**src/rtl/snake_move_control.sv**
```systemverilog
// Snake movement controller: IDLE/RUN/DIE FSM, step timer, direction latch,
// segment shift register, growth tracking and a one-cycle body-hit query port.
module snake_move_control #(
  parameter int STEP_CNT = 12_500_000,
  parameter int MAX_LEN  = 16
) (
  input  logic       Clk_50mhz,
  input  logic       Rst,
  input  logic       Start,
  input  logic       Key_up,
  input  logic       Key_down,
  input  logic       Key_left,
  input  logic       Key_right,
  input  logic       Body_add_sig,
  input  logic [5:0] Pix_x,
  input  logic [5:0] Pix_y,
  output logic [5:0] Head_x,
  output logic [5:0] Head_y,
  output logic [4:0] Snake_len,
  output logic       Game_over,
  output logic       Body_hit
);

  typedef enum logic [1:0] {ST_IDLE, ST_RUN, ST_DIE} state_t;
  // Direction codes chosen so the reverse of any direction is dir ^ 1.
  localparam logic [1:0] DIR_UP = 2'd0, DIR_DOWN = 2'd1, DIR_LEFT = 2'd2, DIR_RIGHT = 2'd3;
  localparam int         CNT_W    = (STEP_CNT > 1) ? $clog2(STEP_CNT) : 1;
  localparam logic [CNT_W-1:0] CNT_LAST = CNT_W'(STEP_CNT - 1);
  localparam logic [4:0] LEN_MAX  = 5'(MAX_LEN);

  state_t                     state_q, state_d;
  logic [CNT_W-1:0]           cnt_q, cnt_d;
  logic [1:0]                 dir_q, dir_d;
  logic                       lock_q, lock_d;
  logic                       add_prev_q, add_prev_d;
  logic                       grow_pend_q, grow_pend_d;
  logic [4:0]                 len_q, len_d;
  logic                       hit_q, hit_d;
  logic [MAX_LEN-1:0][5:0]    seg_x_q, seg_x_d, seg_y_q, seg_y_d;

  logic       run, tick, reload, collide, wall, self_hit, grow_eff, key_vld, accept;
  logic [1:0] key_dir;
  logic [5:0] nx, ny;
  logic [4:0] lim;

  // Starting body: head at (20,15) with two segments trailing to the left.
  function automatic logic [5:0] init_x(int i);
    return (i < 3) ? 6'(20 - i) : 6'd0;
  endfunction
  function automatic logic [5:0] init_y(int i);
    return (i < 3) ? 6'd15 : 6'd0;
  endfunction

  // State register.
  always_ff @(posedge Clk_50mhz or posedge Rst) begin
    if (Rst) state_q <= ST_IDLE;
    else     state_q <= state_d;
  end

  // Next-state logic.
  always_comb begin
    state_d = state_q;
    case (state_q)
      ST_IDLE: if (Start)           state_d = ST_RUN;
      ST_RUN:  if (tick && collide) state_d = ST_DIE;
      ST_DIE:  if (Start)           state_d = ST_IDLE;
      default:                      state_d = ST_IDLE;
    endcase
  end

  // FSM outputs.
  always_comb begin
    Game_over = (state_q == ST_DIE);
  end

  // Step timing, key arbitration, next-head and collision evaluation.
  always_comb begin
    run      = (state_q == ST_RUN);
    tick     = run && (cnt_q == CNT_LAST);
    reload   = (state_q == ST_DIE) && Start;
    cnt_d    = (run && state_d == ST_RUN) ? (tick ? '0 : cnt_q + 1'b1) : '0;
    key_vld  = Key_up | Key_down | Key_left | Key_right;
    key_dir  = Key_up ? DIR_UP : Key_down ? DIR_DOWN : Key_left ? DIR_LEFT : DIR_RIGHT;
    // On the tick cycle dir_q is the direction being taken, so the reverse
    // check stays against the heading actually moved.
    accept   = run && key_vld && !(lock_q && !tick) && (key_dir != (dir_q ^ 2'd1));
    nx       = seg_x_q[0];
    ny       = seg_y_q[0];
    case (dir_q)
      DIR_UP:   ny = seg_y_q[0] - 6'd1;
      DIR_DOWN: ny = seg_y_q[0] + 6'd1;
      DIR_LEFT: nx = seg_x_q[0] - 6'd1;
      default:  nx = seg_x_q[0] + 6'd1;
    endcase
    wall     = (nx == 6'd0) || (nx == 6'd39) || (ny == 6'd0) || (ny == 6'd29);
    grow_eff = grow_pend_q | (Body_add_sig & ~add_prev_q);
    // Without growth the tail vacates its cell on this step, so it is exempt.
    lim      = grow_eff ? len_q : len_q - 5'd1;
    self_hit = 1'b0;
    for (int i = 0; i < MAX_LEN; i++)
      if (5'(i) < lim && seg_x_q[i] == nx && seg_y_q[i] == ny) self_hit = 1'b1;
    collide  = wall | self_hit;
  end

  // Next values for direction, growth, length, body and hit query.
  always_comb begin
    dir_d       = dir_q;
    lock_d      = lock_q;
    add_prev_d  = Body_add_sig;
    grow_pend_d = grow_eff;
    len_d       = len_q;
    seg_x_d     = seg_x_q;
    seg_y_d     = seg_y_q;
    if (!run)        lock_d = 1'b0;
    else if (accept) lock_d = 1'b1;
    else if (tick)   lock_d = 1'b0;
    if (accept) dir_d = key_dir;
    if (tick && !collide) begin
      for (int i = 1; i < MAX_LEN; i++) begin
        seg_x_d[i] = seg_x_q[i-1];
        seg_y_d[i] = seg_y_q[i-1];
      end
      seg_x_d[0] = nx;
      seg_y_d[0] = ny;
      if (grow_eff) begin
        grow_pend_d = 1'b0;
        if (len_q != LEN_MAX) len_d = len_q + 5'd1;
      end
    end
    if (reload) begin
      dir_d       = DIR_RIGHT;
      grow_pend_d = 1'b0;
      len_d       = 5'd3;
      for (int i = 0; i < MAX_LEN; i++) begin
        seg_x_d[i] = init_x(i);
        seg_y_d[i] = init_y(i);
      end
    end
    hit_d = 1'b0;
    for (int i = 0; i < MAX_LEN; i++)
      if (5'(i) < len_q && seg_x_q[i] == Pix_x && seg_y_q[i] == Pix_y) hit_d = 1'b1;
  end

  // Datapath registers.
  always_ff @(posedge Clk_50mhz or posedge Rst) begin
    if (Rst) begin
      cnt_q       <= '0;
      dir_q       <= DIR_RIGHT;
      lock_q      <= 1'b0;
      add_prev_q  <= 1'b0;
      grow_pend_q <= 1'b0;
      len_q       <= 5'd3;
      hit_q       <= 1'b0;
      for (int i = 0; i < MAX_LEN; i++) begin
        seg_x_q[i] <= init_x(i);
        seg_y_q[i] <= init_y(i);
      end
    end else begin
      cnt_q       <= cnt_d;
      dir_q       <= dir_d;
      lock_q      <= lock_d;
      add_prev_q  <= add_prev_d;
      grow_pend_q <= grow_pend_d;
      len_q       <= len_d;
      hit_q       <= hit_d;
      seg_x_q     <= seg_x_d;
      seg_y_q     <= seg_y_d;
    end
  end

  assign Head_x    = seg_x_q[0];
  assign Head_y    = seg_y_q[0];
  assign Snake_len = len_q;
  assign Body_hit  = hit_q;

endmodule

```
**config.mk**
```make
export PLATFORM = sky130hd
export DESIGN_NAME = snake_move_control
export DESIGN_NICKNAME = d
export VERILOG_FILES = /design/src/rtl/snake_move_control.sv
export SDC_FILE = /design/constraint.sdc
export NUM_CORES = 1
export LEC_CHECK = 0
export BUFFER_PORTS_ARGS = -buffer_cell sky130_fd_sc_hd__buf_2
export CAP_MARGIN = 20
export CORE_UTILIZATION = 60
export CTS_CLUSTER_DIAMETER = 50
export DETAILED_ROUTE_END_ITERATION = 6
export GPL_ROUTABILITY_DRIVEN = 1
export PLACE_DENSITY = 0.87
export RECOVER_POWER = 100
export SETUP_SLACK_MARGIN = 0.05
export SLEW_MARGIN = 20
export SYNTH_ARGS = -nofsm -noshare
export SYNTH_HDL_FRONTEND = slang
export SYNTH_SLANG_ARGS = --single-unit
export TNS_END_PERCENT = 1
```
**constraint.sdc**
```tcl
create_clock -name Clk_50mhz -period 11.4 [get_ports Clk_50mhz]
set_input_delay 0 -clock Clk_50mhz [delete_from_list [all_inputs] [get_ports Clk_50mhz]]
set_output_delay 0 -clock Clk_50mhz [all_outputs]
set_load 0.02 [all_outputs]
```
After elaboration in Yosys (flattened, before gate mapping)
Cells that the tools add are included.
- add/subtract/negate cells: 7
- magnitude comparators: 32
- equality and inequality tests: 75
- multiplexer cells: 59
- bitwise operators: 8
- reduce and logical (&&, ||, !) cells: 89
- operators by type and width (cell ; count):
    $eq A6 B6 Y1 ; 64
    $mux W96 ; 4
    $lt A4 B5 Y1 const A ; 16
    $logic_and A1 B1 Y1 ; 73
    $mux W24 ; 2
    $lt A3 B5 Y1 const A ; 8
    $mux W1 ; 38
    $mux W5 ; 5
    $add A24 B1 Y24 const B ; 1
    $eq A24 B24 Y1 const B ; 1
    $pmux W6 S2 ; 2
    $lt A1 B5 Y1 const A ; 4
    $lt A2 B5 Y1 const A ; 4
    $mux W2 ; 7
    $add A6 B1 Y6 const B ; 2
    $logic_not A6 Y1 ; 2
    $sub A6 B1 Y6 const B ; 2
    $reduce_bool A2 Y1 ; 4
    $eq A2 B1 Y1 const B ; 3
    $eq A6 B5 Y1 const B ; 1
    $eq A6 B6 Y1 const B ; 1
    $pmux W2 S3 ; 1
    $add A5 B1 Y5 const B ; 1
    $ne A5 B5 Y1 const B ; 1
    other kinds (12) ; 23
- flip-flop bits (word level): 229
- input bits: 20
- output and inout port bits: 19
- logic and storage cells: 310

Depth between registers and ports, before layout
Gate-level depths: netlist of the first run.
- depth in word-level cells: 30
- gate-level depth with buffers: 21
- mapped depth without buffers: 14

Least setup slack after synthesis of the first run
OpenSTA, ideal clock, no wires.
- path type: register -> register
- start point: register dir_q[1]
- end point: register seg_x_q, in the netlist Head_x[0]
- setup time: 0.126 ns
- arrival: 5.368 ns
- required time: 11.274 ns
- setup slack: 5.906 ns
- stages on the path, launching flop included: 21
- path buffers: 7
- clock period less this slack: 5.494 ns
- cells stage by stage: dfstp_2 buf_2 buf_1 clkbuf_1 clkbuf_1 buf_1 nand2b_1 xnor2_1 ha_1 clkbuf_1 mux2i_2 xnor2_1 a2111oi_0 o211ai_1 or4_1 or3_1 o221a_2 nand4_4 nor2_2 buf_6 a221o_1
- word-level cells in the longest chain between the ends: 26
- elaborated cells between the ends (all ways): 99
- classes of those cells: eq/ne: 36; mux: 20; bitwise: 1; reduce/logical: 42
- ends and longest elaborated chain (what ; line ; RTL):
    start: declaration ; 33 ; logic [1:0] dir_q, dir_d;
    start signal: assignment ; 160 ; dir_q <= dir_d;
    $eq A2 B1 Y1 or $logic_not A2 Y1 (tied branches) ; 89 ; case (dir_q)
    $reduce_or A2 Y1 (no source line) ; - ;
    $pmux W6 S2 ; 89 ;
    $eq A6 B6 Y1 ; 101 ; if (5'(i) < lim && seg_x_q[i] == nx && seg_y_q[i] == ny) self_hit = 1'b1;
    $logic_and A1 B1 Y1 (2 in series) ; 101 ;
    $mux W1 (16 in series) ; 101 ;
    $or A1 B1 Y1 ; 102 ; collide = wall | self_hit;
    $logic_not A1 Y1 ; 118 ; if (tick && !collide) begin
    $logic_and A1 B1 Y1 ; 118 ;
    $reduce_bool A2 Y1 (no source line) ; - ;
    end signal: indexed assignment ; 155 ; seg_x_q[i] <= init_x(i);
    end signal: assignment ; 166 ; seg_x_q <= seg_x_d;
    end: declaration ; 39 ; logic [MAX_LEN-1:0][5:0] seg_x_q, seg_x_d, seg_y_q, seg_y_d;
Several ways; a longest one is shown, not always the timed one. The select of a mux whose other input is x is not followed.
A chain may end at the register's enable or synchronous reset.

Worst setup path in the final report of the first run
- start point: register dir_q[1]
- end point: register seg_x_q, in the netlist Head_x[3]
The elaborated chain is that of the path after synthesis.

==> results.json, run 1 <==
{
  "skew_ns": 0.0248,
  "period_minus_slack_ns": 8.97,
  "crit_cells": 16,
  "max_cap_violations": 4,
  "netlist_area_um2": 16800,
  "cts.htree.levels": 2,
  "cp_slowest_cell": "and4_1",
  "io_buffers": 38,
  "fin_crit_sh_pct": 78.7,
  "pin_count": 39,
  "route.detailed.drc": 0,
  "worst_pin_slew_ns": 4.90,
  "fp-row-count": 60,
  "grt_pass1_vias": 14600,
  "clkLatencyLatePin_ns": 0.54,
  "fmax_mhz": 111,
  "clock-sinks": 229,
  "synth_fp_nets": 1898,
  "dieArea_um2": 28800,
  "cts_buffers": 35,
  "hpwl_mm": 40.3,
  "setup_viol": 0,
  "finalMaxSlewViolations": 254,
  "clk_pin_slew_worst_paths_ns": 0.06,
  "cp_top_family": "simple AND/OR/NAND/NOR gates",
  "clockRootBuffer": "clkbuf_16",
  "hp-class": "in2reg",
  "critPathMaxFanout": 66,
  "p_clk_share_pct": 46.4,
  "r2r.worst_path.cells": 16,
  "placed_area_um2": 17000,
  "crit_chain": "buf_4, inv_1, nand2_1, inv_1, fa_1, nor2b_1, or2_0, xnor2_1, a2111oi_0, nand4_1, or4_1, o221a_1, and4_1, buf_4, a21oi_1, a221o_1",
  "critPathLaunchType": "flop",
  "coreArea_um2": 27300,
  "leakagePower_uw": 0.00793,
  "vdd_ir_drop_max_uv": 133,
  "dr.first_iter.drc_count": 2303,
  "critPathCaptureType": "flop",
  "grt_antenna_before_repair": 3,
  "seqPwrFrac_pct": 36.1,
  "synth_enable_flop_cells": 0,
  "p_per_area_nw_per_um2": 129,
  "ant_nets": 0,
  "async_reset_ff_share_pct": 100,
  "min_path_cells": 5,
  "yosysWarnings": 0,
  "postCtsHoldBufs": 6,
  "synth_seq_cells": 229,
  "postSynthCellCount": 1867,
  "fp.dieW_um": 170,
  "ctsResizeCount": 0,
  "grt_max_degree": 111,
  "grt_first_pass_wirelength_mm": 90.6,
  "dr_total_vias": 15300,
  "cts_tree": "built",
  "sw_frac_of_total_pct": 30.9,
  "pwr-share-comb_pct": 17.5,
  "slew_headroom_pct": -228,
  "overflow": 0,
  "synth-seq-area-share_pct": 34.2,
  "status": "finished, violations left",
  "cts_buffer_depth": 3,
  "violations": "max-capacitance violations, max-slew violations",
  "nNetsFinal": 1833,
  "drive_above_1_share_pct": 9.40,
  "post_cts_buffers": 0,
  "antennaDiodeCount": 0,
  "internal-power_uw": 1610,
  "rsz0062_at_grt": "no",
  "drt_wl_total_mm": 59.9,
  "ys_types": 86,
  "cpPeakStageDelay_ns": 1.92,
  "ys.flop_type": "dfrtp_1",
  "tns_ns": 0,
  "hold_viol": 0,
  "area_growth_pct": 7.63,
  "track_usage_pct": 42.1,
  "start_util_pct": 61.8,
  "fin_area_um2": 18100,
  "first_pass_iters": 5,
  "critPathRequiredTime_ns": 11.77,
  "place.gp.congestion": 1.03,
  "worst-path-buf-inv": 4,
  "p_switching_uw": 721,
  "vias_per_cell": 6.94,
  "worstSetupPathType": "reg2reg",
  "routedWlPerCell_um": 27.2,
  "critical_path_arrival_ns": 9.34,
  "post_synth.cell_area_avg_um2": 9.02,
  "die_h_um": 170
}
-- cell usage in the layout, fill, tap and decap left out, drive strengths merged, types with 5 or more instances in the layout --
master / instances
a2111oi: 12
a211oi: 7
a21oi: 34
a31oi: 18
and2: 9
and3: 17
and4: 8
buf: 45
clkbuf: 54
clkinv: 7
clkinvlp: 5
dfrtp: 206
dfstp: 23
dlygate4sd3: 6
ha: 10
inv: 111
mux2i: 84
nand2: 131
nand2b: 17
nand3: 141
nand4: 56
nor2: 67
nor2b: 10
nor3: 38
nor3b: 10
nor4: 41
o2111ai: 6
o211ai: 7
o21a: 8
o21ai: 52
o31ai: 87
or3: 11
or4: 13
xnor2: 258
xnor3: 10
xor2: 131
-- cells in the mapped netlist (all sizes together), types with 4 or more instances --
| cell type | n | area [um2] |
|---|---|---|
| a2111oi | 12 | 105 |
| a211oi | 7 | 52.6 |
| a21oi | 34 | 185 |
| a31o | 4 | 35.0 |
| a31oi | 18 | 113 |
| a41oi | 4 | 35.0 |
| and2 | 9 | 56.3 |
| and3 | 17 | 106 |
| and4 | 8 | 70.1 |
| buf | 69 | 397 |
| clkbuf | 98 | 368 |
| dfrtp | 206 | 5150 |
| dfstp | 23 | 604 |
| ha | 10 | 125 |
| inv | 100 | 375 |
| mux2i | 84 | 845 |
| mux4 | 4 | 90.1 |
| nand2 | 131 | 492 |
| nand2b | 17 | 106 |
| nand3 | 141 | 706 |
| nand4 | 56 | 365 |
| nor2 | 67 | 254 |
| nor2b | 10 | 62.6 |
| nor3 | 38 | 190 |
| nor3b | 10 | 75.1 |
| nor4 | 41 | 257 |
| o2111ai | 6 | 52.6 |
| o211ai | 7 | 52.6 |
| o21a | 8 | 60.1 |
| o21ai | 52 | 260 |
| o311ai | 4 | 35.0 |
| o31a | 4 | 35.0 |
| o31ai | 87 | 788 |
| o32ai | 4 | 35.0 |
| or3 | 11 | 68.8 |
| or4 | 13 | 101 |
| xnor2 | 258 | 2270 |
| xnor3 | 10 | 225 |
| xor2 | 131 | 1150 |
-- per-layer routing --
metal | GRT usage, % | part of all wire, % | wire, um | vias to the layer above
li1 | - | - | - | 6418
met1 | 56.2 | 39 | 23100 | 7441
met2 | 61.6 | 42 | 25400 | 1157
met3 | 13.3 | 14 | 8180 | 251
met4 | 20.5 | 5.4 | 3230 | 4
met5 | 0 | 0.048 | 29 | -
-- tightest hold or removal path, stage by stage --
cell and delay, ns:
buf_2 0.10, nor2_1 0.10, a21oi_1 0.08, o311ai_0 0.22, nand2_1 0.09
-- final timing paths --
check | from | to | slack, ns
worst min-delay path | Key_right | lock_q | 0.09
max in group asynchronous | Rst | seg_y_q[48] | 4.92
min in group asynchronous | Rst | cnt_q[13] | 1.53
worst max register to register | dir_q[1] | Head_x[3] | 2.43
worst max-delay path | dir_q[1] | Head_x[3] | 2.43
worst min register to register | state_q[1] | state_q[0] | 0.48
-- metrics by stage --
stage	worst slack (ns)	utilization, %	hold WS, ns	total power, uW	cells
floorplan	5.16	-	0.0314	1140	1867
global placement	4.29	62.2	0.134	1240	2130
detailed placement	4.16	62.3	0.138	1240	2131
CTS	4.12	66.7	0.0590	2320	2201
global route	2.21	66.5	0.157	2390	2201
finish	2.43	66.5	0.0941	2330	2201
-- area by class of cell --
class	count	area (um2)
clock inverters	24	245
multi-input cells	1370	9980
well taps	372	465
repair buffers	65	390
clock buffers	40	915
flip-flops and latches	229	5760
inverters	101	380
fillers	2188	9120
-- power by group through the flow --
| stage | Combinational, uW | Clock, uW | Sequential (uW) |
|---|---|---|---|
| after floorplan | 287 | 0 | 851 |
| after global placement | 382 | 0 | 855 |
| after detailed placement | 388 | 0 | 855 |
| after CTS | 393 | 1080 | 842 |
| after global routing | 430 | 1110 | 844 |
| final | 408 | 1080 | 842 |
-- sequential cells by signal, summed over array words and instances, names as in the netlist --
name / count
cnt_q: 24
dir_q: 2
seg_x_q: 90
seg_y_q: 90
Head_x: 6
add_prev_q: 1
state_q: 2
lock_q: 1
Snake_len: 5
Body_hit: 1
Head_y: 6
grow_pend_q: 1
-- logic make-up after synthesis --
logic type | Yosys count | share of synthesized area (%)
xor+xnor | 399 | 21.6
buf+inv | 268 | 6.79
fa+ha+maj | 11 | 0.861
compound gates | 290 | 13.1
simple gates | 581 | 17.9
flops | 229 | 34.2
mux | 89 | 5.61
No activity file was read; power rests on OpenSTA's default activity.
==> run 2, diff against run 1 <==
--- a/config.mk
+++ b/config.mk
@@ -5,6 +5,7 @@
 export SDC_FILE = /design/constraint.sdc
 export NUM_CORES = 1
 export LEC_CHECK = 0
+export ABC_AREA = 1
 export BUFFER_PORTS_ARGS = -buffer_cell sky130_fd_sc_hd__buf_2
 export CAP_MARGIN = 20
 export CORE_UTILIZATION = 60
==> constraint.sdc (replaced) <==
create_clock -name Clk_50mhz -period 8.6 [get_ports Clk_50mhz]
set_input_delay 0 -clock Clk_50mhz [delete_from_list [all_inputs] [get_ports Clk_50mhz]]
set_output_delay 0 -clock Clk_50mhz [all_outputs]
set_load 0.02 [all_outputs]
==> results.json, run 2 <==
{
  "status": "finished, violations left",
  "violations": "design-rule violations, max-capacitance violations, max-slew violations",
  "placed_area_um2": 16100,
  "post_synth.cell_area_avg_um2": 6.87,
  "clkLatencyLatePin_ns": 0.58,
  "tns_ns": 0,
  "async_reset_ff_share_pct": 100,
  "layout_commonest_cell": "nand2_1",
  "leakagePower_uw": 0.00820,
  "synth_top_area_cell": "dfrtp_1",
  "routedWlPerCell_um": 23.8,
  "finalMaxSlewViolations": 234,
  "cts_buffers": 31,
  "synth-seq-area-share_pct": 35.9,
  "rr_endpoint": "seg_x_q[44]",
  "drt_wl_total_mm": 63.1,
  "hp-class": "in2reg",
  "yosysMostFrequentCell": "nand2_1",
  "fin_crit_sh_pct": 84.9,
  "rrSetupSlack_ns": 1.30,
  "grt_pass1_vias": 15600,
  "worstSetupPathType": "reg2reg",
  "clk_pin_slew_worst_paths_ns": 0.05,
  "grt_first_pass_wirelength_mm": 93.7,
  "io_buffers": 38,
  "first_pass_iters": 7,
  "critPathCaptureType": "flop",
  "critPathMaxFanout": 94,
  "track_usage_pct": 46.8,
  "synth_area_leaders": "dfrtp_1 (32%), nand2_1 (15%), nand3_1 (7.1%), inv_1 (6.5%), xor2_1 (5.4%)",
  "yosysTopAreaCellShare_pct": 32.1,
  "synth_seq_cells": 229,
  "fin_area_um2": 17100,
  "postSynthCellCount": 2335,
  "placed_cells": 2590,
  "clockRootBuffer": "clkbuf_16",
  "synth_fp_nets": 2366,
  "utilization_pct": 65.5,
  "rsz0062_at_grt": "no",
  "fp-row-count": 59,
  "synth_enable_flop_cells": 0,
  "largest_registers": "seg_x_q: 90 flops, seg_y_q: 90 flops, cnt_q: 24 flops",
  "power_uw": 4190,
  "ys.flop_type": "dfrtp_1",
  "p_per_area_nw_per_um2": 245,
  "period_minus_slack_ns": 7.30,
  "skew_ns": 0.0195,
  "cts.htree.levels": 1,
  "coreArea_um2": 26100,
  "route.detailed.drc": 6,
  "critPathLaunchType": "flop",
  "worst_pin_slew_ns": 4.12,
  "setup_viol": 0,
  "min_path_cells": 2,
  "yosysWarnings": 0,
  "clock-sinks": 229,
  "dr_total_vias": 16800,
  "slew_headroom_pct": -174,
  "vias_per_cell": 6.34,
  "grt_antenna_before_repair": 1,
  "cts_tree": "built",
  "final-instance-count-excl-fill": 2655,
  "cts_buffer_depth": 3,
  "fp.dieW_um": 166,
  "r2r.worst_path.cells": 21,
  "synthTopCellsByCount": "nand2_1 (635), inv_1 (277), nand3_1 (229), nor2_1 (209), dfrtp_1 (206)",
  "netlist_area_um2": 16000,
  "drive_above_1_share_pct": 5.69,
  "layout_common_cells": "nand2_1 (635), inv_1 (276), nand3_1 (230), nor2_1 (210), dfrtp_1 (206)",
  "critical_path_arrival_ns": 7.72,
  "whs_endpoint": "add_prev_q",
  "pin_count": 39,
  "hold_viol": 0,
  "rr_startpoint": "dir_q[1]",
  "grt_max_degree": 95,
  "vdd_ir_drop_max_uv": 207,
  "place.gp.congestion": 1.04,
  "holdCritStartpoint": "Body_add_sig",
  "dr.first_iter.drc_count": 2191,
  "nNetsFinal": 2327,
  "max_cap_violations": 3,
  "ys_types": 52,
  "dieArea_um2": 27400,
  "die_h_um": 166,
  "hpwl_mm": 43.8,
  "ant_nets": 0,
  "area_growth_pct": 6.66,
  "critPathRequiredTime_ns": 9.02,
  "fmax_mhz": 137,
  "start_util_pct": 61.4,
  "overflow": 0,
  "antennaDiodeCount": 0
}
run 2: changes by cell type after synthesis, sizes merged, moves of 51 or more:
| cell | delta |
|---|---|
| clkbuf | -51 |
| inv | +182 |
| nand2 | +522 |
| xnor2 | -191 |
| mux2i | -84 |
| o31ai | -87 |
| nand3 | +91 |
| nor2 | +147 |
| o21ai | +157 |
run 2: layout make-up:
class                           instances  area [um2]
Clock inverter                         13         116
Tap cell                              335         419
Sequential cell                       229        5760
Timing Repair Buffer                   56         335
Fill cell                            2400        9020
Inverter                              286        1070
Multi-Input combinational cell       1692        8540
Clock buffer                           44         865
run 2: cell families (layout without fill, tap and decap cells):
group                      count (synthesis)  in the layout  share of synthesized area (%)
AOI/OAI and AO/OA                        318            318                           11.3
xor gates and xnor gates                 166            166                           9.06
DFF                                      229            229                           35.9
buffers and inverters                    414            399                           10.9
adders and majority gates                 11             11                          0.905
and+or+nand+nor                         1197           1197                           31.9
run 2: per-layer routing:
| metal | share of wire (%) | vias to the layer above | global-route usage [%] |
|---|---|---|---|
| met3 | 11 | 336 | 10.6 |
| met2 | 43 | 1181 | 71.2 |
| met4 | 9.1 | 2 | 34.6 |
| met1 | 36 | 7862 | 57.9 |
| li1 | - | 7448 | - |
| met5 | 0.021 | - | 0 |
run 2: timing repair:
action / in CTS / in global routing
setup endpoints to repair: 0 / 0
hold buffers: 8 / 0
gates resized for setup: 0 / 0
endpoints found under the hold margin: 89 / 0
setup buffers: 0 / 0
run 2: how the worst max path moves through the flow:
| stage | start | end |
|---|---|---|
| 2_1_floorplan | Rst | Body_hit |
| 3_3_place_gp | dir_q[1] | seg_x_q[23] |
| 3_5_place_dp | dir_q[1] | seg_x_q[44] |
| 4_1_cts | dir_q[1] | seg_x_q[44] |
| 5_1_grt | dir_q[1] | seg_x_q[31] |
| 6_report | dir_q[1] | seg_x_q[44] |
run 2: critical path: stages, from the launching register on:
cell      delay (ns)
dfstp_1         1.34
inv_2           0.46
nand2_1         0.35
ha_1            0.35
a21oi_2         0.23
nand2_1         0.08
nand2_1         0.06
nand3_1         0.28
nand2_1         0.94
xor2_1          0.20
a21oi_1         0.08
nand2_1         0.12
nor2_1          0.06
nand3b_1        0.14
nand2_1         0.08
nor2_1          0.08
nand3_1         0.25
nor2_4          0.55
nand2_4         0.52
nand2_4         0.29
buf_12          0.40
o21ai_0         0.18
run 2: where the power goes:
group	internal, uW	switching (uW)	leakage, uW
registers	1150	101	0.00295
logic	454	1240	0.00478
clock network	730	512	0.000473
run 2: stage by stage:
stage                     hold slack (ns)  setup slack [ns]
final                               0.140              1.30
after global routing                0.147              1.01
after CTS                          0.0946              2.45
after detailed placement            0.136              2.46
after global placement              0.129              2.57
after floorplan                    0.0314              2.36
